`src/rtl/sy_tohost_monitor_pkg.sv`:
```
// Shared types for the tohost monitor: FSM states, pass encoding, verdict bundle.
package sy_tohost_monitor_pkg;

    typedef enum logic [1:0] {
        RUN     = 2'd0,
        DONE    = 2'd1,
        TIMEOUT = 2'd2
    } tohost_state_e;

    // riscv-tests write 1 to tohost on success.
    localparam int unsigned TOHOST_PASS_VAL = 1;

    typedef struct packed {
        logic pass;
        logic fail;
        logic syscall;
    } tohost_verdict_t;

endpackage

```
`src/rtl/sy_tohost_decode.sv`:
```
// Combinational byte-merge of a store into the tohost shadow plus verdict
// decode of the merged word. Shared with the FPGA status register.
module sy_tohost_decode
    import sy_tohost_monitor_pkg::*;
#(
    parameter int DWTH = 64
) (
    input  logic [DWTH-1:0]   shadow,
    input  logic [DWTH-1:0]   wdata,
    input  logic [DWTH/8-1:0] be,
    output logic [DWTH-1:0]   merged,
    output tohost_verdict_t   verdict
);

    // Per-lane select: enabled lanes take the store byte, others keep the shadow.
    for (genvar i = 0; i < DWTH/8; i++) begin : g_lane
        assign merged[8*i +: 8] = be[i] ? wdata[8*i +: 8] : shadow[8*i +: 8];
    end

    // Decode: 1 = pass, other odd = fail, even non-zero = syscall, 0 = nothing.
    always_comb begin
        verdict         = '0;
        verdict.pass    = (merged == DWTH'(TOHOST_PASS_VAL));
        verdict.fail    = merged[0] & ~verdict.pass;
        verdict.syscall = ~merged[0] & (|merged);
    end

endmodule

```
`src/rtl/sy_tohost_monitor.sv`:
```
// Snoops committed stores for the tohost address, keeps a byte-merged shadow
// and produces a single sticky registered verdict (pass/fail/syscall/timeout).
module sy_tohost_monitor
    import sy_tohost_monitor_pkg::*;
#(
    parameter int          AWTH           = 64,
    parameter int          DWTH           = 64,
    parameter logic [31:0] TIMEOUT_CYCLES = 32'd2_000_000
) (
    input  logic              clk_i,
    input  logic              rst_i,
    input  logic [AWTH-1:0]   tohost_addr_i,
    input  logic              st_valid_i,
    input  logic [AWTH-1:0]   st_addr_i,
    input  logic [DWTH-1:0]   st_wdata_i,
    input  logic [DWTH/8-1:0] st_be_i,
    output logic              done_o,
    output logic              pass_o,
    output logic              fail_o,
    output logic              syscall_o,
    output logic              timeout_o,
    output logic [DWTH-1:0]   tohost_o,
    output logic [DWTH-2:0]   fail_code_o,
    output logic [31:0]       cycle_cnt_o,
    output logic [15:0]       hit_cnt_o
);

    tohost_state_e   state, state_nxt;
    logic [DWTH-1:0] shadow;
    logic [DWTH-1:0] merged;
    tohost_verdict_t verdict;
    logic            hit, eval_hit, tmo_hit, run;

    sy_tohost_decode #(.DWTH(DWTH)) u_decode (
        .shadow  (shadow),
        .wdata   (st_wdata_i),
        .be      (st_be_i),
        .merged  (merged),
        .verdict (verdict)
    );

    // Full-address compare, so a misaligned store never matches.
    assign run      = (state == RUN);
    assign hit      = st_valid_i && (st_addr_i == tohost_addr_i) && (|st_be_i);
    // Only stores covering byte 0 evaluate; a zero merged word is not a verdict.
    assign eval_hit = hit && st_be_i[0] && (|merged);
    assign tmo_hit  = (TIMEOUT_CYCLES != 32'd0) && (cycle_cnt_o == TIMEOUT_CYCLES - 32'd1);

    assign done_o    = (state == DONE);
    assign timeout_o = (state == TIMEOUT);

    // State register.
    always_ff @(posedge clk_i or negedge rst_i) begin
        if (!rst_i) state <= RUN;
        else        state <= state_nxt;
    end

    // Next state: a verdict beats a coincident timeout; both end states are terminal.
    always_comb begin
        state_nxt = state;
        if (run) begin
            if (eval_hit)     state_nxt = DONE;
            else if (tmo_hit) state_nxt = TIMEOUT;
        end
    end

    // Shadow merge, hit counting and verdict capture, all frozen outside RUN.
    always_ff @(posedge clk_i or negedge rst_i) begin
        if (!rst_i) begin
            shadow      <= '0;
            hit_cnt_o   <= '0;
            tohost_o    <= '0;
            fail_code_o <= '0;
            pass_o      <= 1'b0;
            fail_o      <= 1'b0;
            syscall_o   <= 1'b0;
        end else if (run && hit) begin
            shadow <= merged;
            if (hit_cnt_o != 16'hFFFF) hit_cnt_o <= hit_cnt_o + 16'd1;
            if (eval_hit) begin
                tohost_o    <= merged;
                fail_code_o <= verdict.fail ? merged[DWTH-1:1] : '0;
                pass_o      <= verdict.pass;
                fail_o      <= verdict.fail;
                syscall_o   <= verdict.syscall;
            end
        end
    end

    // Runtime counter: saturates, keeps running after the verdict.
    always_ff @(posedge clk_i or negedge rst_i) begin
        if (!rst_i)                       cycle_cnt_o <= '0;
        else if (cycle_cnt_o != '1)       cycle_cnt_o <= cycle_cnt_o + 32'd1;
    end

endmodule

```
`config.mk`:
```
export PLATFORM = sky130hd
export DESIGN_NAME = sy_tohost_monitor
export DESIGN_NICKNAME = d
export VERILOG_FILES = /design/src/rtl/sy_tohost_monitor_pkg.sv /design/src/rtl/sy_tohost_decode.sv /design/src/rtl/sy_tohost_monitor.sv
export SDC_FILE = /design/constraint.sdc
export NUM_CORES = 1
export LEC_CHECK = 0
export BUFFER_PORTS_ARGS = -buffer_cell sky130_fd_sc_hd__buf_4
export CORE_MARGIN = 2
export CORE_UTILIZATION = 51
export DETAILED_ROUTE_END_ITERATION = 8
export HOLD_SLACK_MARGIN = 0.02
export PLACE_DENSITY = 0.88
export SLEW_MARGIN = 5
export SYNTH_ARGS = -nofsm -noshare
export SYNTH_HDL_FRONTEND = slang
export SYNTH_SLANG_ARGS = --single-unit
```
`constraint.sdc`:
```
create_clock -name clk_i -period 2.76 [get_ports clk_i]
set_input_delay 0.276 -clock clk_i [delete_from_list [all_inputs] [get_ports clk_i]]
set_output_delay 0.276 -clock clk_i [all_outputs]
set_load 0.01 [all_outputs]
```
==> metrics.txt <==
number of nets produced by synthesis 1,285; total negative slack for setup checks 0 ps; TritonCTS Buffers 26; area of the mapped netlist 11,800 sq um; Starting DRT DRC Count 971; share of post-route cells with drive strength above 1 39.0%; pin count of the biggest net entering global routing 91; final core utilization 75.7%; post-synthesis cell type with the largest combined area sky130_fd_sc_hd__dfrtp_1; Min-Delay Startpoint st_wdata_i[5]; min setup slack post-route 68.8 ps; die area 24,300 sq um; cell with the most instances after synthesis sky130_fd_sc_hd__dfrtp_1; Filler cells 1,363; syn_area_per_cell 10.9 sq um; Slew @ Worst Pin 725 ps; post-route insts no fill 1,880; first-pass GRT wire length 62.8 mm; WP data required 3170 ps; number of nets still failing antenna checks after routing 0; number of cells in the design after placement 1,761; Setup Crit Path Kind flip-flop to flip-flop; share of flip-flops with an asynchronous set or reset 100%; Post-Place Worst Slack -255 ps; yosys warns 0; initial cell density of the core 52.0%; number of cells produced by synthesis 1,080; HP Class input port to flip-flop; post-synthesis sequential element count 244; Leakage 8.68 nW; number of top-level design ports 383; slew margin rel. 51.7%; Worst-Skew Late Latency 540 ps; # rows 55; min Tclk post-route 2690 ps; Arr. time, crit path 3110 ps; startpoint type of the worst setup path flip-flop; Final Hold Violating Endpoints 0; largest fanout on the critical path 14; Worst Setup End Kind flip-flop; final-report max-slew violation count 0; RSZ-0062 raised after global routing false; root cell of the clock tree sky130_fd_sc_hd__clkbuf_16; register area 6110 sq um; Vert. Die Dim 156 um; GRT overflow 0; vias in the first global route 11,400; outcome complete, no violations; WHS Path Cells 3; routability-driven placement congestion ratio 0.949; fraction of synthesized cell area taken by the top area cell type 51.9%; overall track demand over capacity in global routing 33.1%; Clock Tree Buf Depth 3; layout overhead on the synthesized area 45.7%; area of combinational cells with multiple inputs 5360 sq um; Hold EP shadow[5]; post-layout instance area 17,100 sq um; Area after DPL 15,400 sq um; Core ar. 22,600 sq um; overall via count from detail_route 10,900; register-to-register path setup slack 70 ps; Final Hold Slack 97.9 ps; number of antenna violations at the first check in global routing 3; largest cells by area after synthesis sky130_fd_sc_hd__dfrtp_1 (52%), sky130_fd_sc_hd__mux2_2 (11%), sky130_fd_sc_hd__nand2_1 (4.6%); die width 156 um; maximum capacitance violations 0; EDFF count, synth 0; average wire per cell in the routed design 22.1 um; TritonCTS clock tree done; Synth cell types 45; most used flip-flop cell after synthesis sky130_fd_sc_hd__dfrtp_1; Detailed Routing Iterations Pass 1 5; r2r startpoint shadow[45]; final worst path period share 97.5%; post-detailed-route DRC marker count 0; sum of internal, switching and leakage power 8.13 mW; clock-pin slew on the worst setup and hold paths 60 ps; quantity of I/O buffers inserted on ports 382; routed via count divided by cell count 5.79; share of the yosys chip area belonging to registers 51.9%; number of sinks handled by clock tree synthesis 244; worst reg2reg endpoint shadow[2]; Routed Wire Length 41.6 mm; maximum clock rate 372 MHz; Layout Skew 19.3 ps; total number of H-tree levels 1; setup violation total in the final timing report 0; detailed placement HPWL 28.3 mm; ranking of synthesized cells by instance count sky130_fd_sc_hd__dfrtp_1 (244), sky130_fd_sc_hd__nand2_1 (145), sky130_fd_sc_hd__mux2_2 (116), sky130_fd_sc_hd__o21ai_0 (73), sky130_fd_sc_hd__xnor2_1 (57); IR drop worst, VDD 0.461 mV; Nets 1,774; power per unit of standard cell area 474 nW/um^2; length in cells of the worst reg-to-reg path 10
[worst max-delay path by stage]
stage                    from         endpoint  slack, ps  depth (start not counted)
2_1_floorplan      shadow[21]           fail_o        280                          8
3_3_place_gp       st_be_i[2]     tohost_o[20]       -220                         10
3_5_place_dp       st_be_i[2]   fail_code_o[4]       -260                         12
4_1_cts        st_wdata_i[21]  fail_code_o[10]          9                         12
5_1_grt            shadow[37]        shadow[2]         10                         10
6_report           shadow[45]        shadow[2]         70                         10
[area by class of cell]
| type | count | share of cell area, % |
|---|---|---|
| antenna | 6 | 0.0876 |
| clock buffer | 41 | 4.59 |
| clock inverter | 7 | 0.854 |
| inverter | 20 | 0.438 |
| multi-input combinational | 769 | 31.3 |
| sequential | 244 | 35.6 |
| tap | 285 | 2.08 |
| timing repair buffer | 508 | 25.1 |
[logic make-up (layout without fill, tap and decap cells)]
| family | count (synthesis) | after routing | synth area share [%] |
|---|---|---|---|
| other cells | 0 | 6 | 0 |
| mux | 157 | 157 | 14.7 |
| compound gates | 133 | 133 | 6.62 |
| buf+inv | 67 | 576 | 2.90 |
| fa+ha+maj | 2 | 2 | 0.213 |
| simple gates | 386 | 386 | 16.9 |
| xor+xnor | 91 | 91 | 6.78 |
| flops | 244 | 244 | 51.9 |
[metal layers]
metal	part of all wire, %	vias to the layer above	track usage [%]
met2	49	525	55.4
met3	7.6	147	7.19
met1	39	5425	41.7
met5	0	-	0
li1	-	4789	-
met4	4.7	0	13.9
[critical path: stages, from the launching register on]
cell and delay, ps:
sky130_fd_sc_hd__dfrtp_1 400, sky130_fd_sc_hd__or4_1 530, sky130_fd_sc_hd__o22ai_1 200, sky130_fd_sc_hd__and4bb_1 240
sky130_fd_sc_hd__nand4_1 190, sky130_fd_sc_hd__o2111ai_4 270, sky130_fd_sc_hd__buf_6 180, sky130_fd_sc_hd__buf_4 140
sky130_fd_sc_hd__clkbuf_16 160, sky130_fd_sc_hd__nor2_1 80, sky130_fd_sc_hd__a21o_1 180
[placed cells by master, fill, tap and decap left out, types with 4 or more instances in the layout]
cell / Yosys / layout
sky130_fd_sc_hd__buf_4: 14 / 424
sky130_fd_sc_hd__dfrtp_1: 244 / 244
sky130_fd_sc_hd__nand2_1: 145 / 145
sky130_fd_sc_hd__mux2_2: 116 / 116
sky130_fd_sc_hd__o21ai_0: 73 / 72
sky130_fd_sc_hd__xnor2_1: 57 / 57
sky130_fd_sc_hd__dlygate4sd3_1: 0 / 57
sky130_fd_sc_hd__nand2b_1: 44 / 44
sky130_fd_sc_hd__nand4_1: 36 / 36
sky130_fd_sc_hd__xor2_1: 34 / 34
sky130_fd_sc_hd__mux2i_1: 33 / 33
sky130_fd_sc_hd__nand3_1: 31 / 31
sky130_fd_sc_hd__clkbuf_16: 0 / 30
sky130_fd_sc_hd__nor2_1: 24 / 24
sky130_fd_sc_hd__nor4_1: 24 / 22
sky130_fd_sc_hd__and3_1: 21 / 21
sky130_fd_sc_hd__inv_1: 20 / 20
sky130_fd_sc_hd__nor3_1: 20 / 20
sky130_fd_sc_hd__a21o_1: 20 / 20
sky130_fd_sc_hd__nor3b_1: 17 / 16
sky130_fd_sc_hd__buf_12: 0 / 16
sky130_fd_sc_hd__o21ai_1: 12 / 13
sky130_fd_sc_hd__o22ai_1: 12 / 11
sky130_fd_sc_hd__mux2_1: 8 / 8
sky130_fd_sc_hd__clkbuf_8: 0 / 8
sky130_fd_sc_hd__or4_1: 8 / 7
sky130_fd_sc_hd__clkbuf_1: 12 / 7
sky130_fd_sc_hd__diode_2: 0 / 6
sky130_fd_sc_hd__and2_1: 6 / 5
sky130_fd_sc_hd__a31oi_1: 4 / 4
sky130_fd_sc_hd__a22oi_1: 4 / 4
sky130_fd_sc_hd__bufinv_16: 0 / 4
sky130_fd_sc_hd__buf_6: 2 / 4
[what timing repair did]
action | 4_1_cts | 5_1_grt
gates resized for setup | 1 | 16
buffers inserted | 2 | 1
hold endpoints to repair | 139 | 0
hold buffers | 57 | 0
pin swaps | 2 | 4
gates cloned | 2 | 4
setup endpoints to repair | 3 | 123
[state kept, by name, summed over array words and instances, names as in the netlist]
signal,cells
fail_o,1
tohost_o,64
pass_o,1
syscall_o,1
state,2
hit_cnt_o,16
cycle_cnt_o,32
shadow,64
fail_code_o,63
[power by group]
| group | leakage [nW] | switching [mW] | internal (mW) |
|---|---|---|---|
| clock | 0.457 | 1.46 | 2.33 |
| sequential | 3.39 | 0.00000000000000000681 | 3.58 |
| combinational | 4.83 | 0.368 | 0.398 |
| total | 8.68 | 1.82 | 6.30 |
Power figures use the tool's default switching activity.
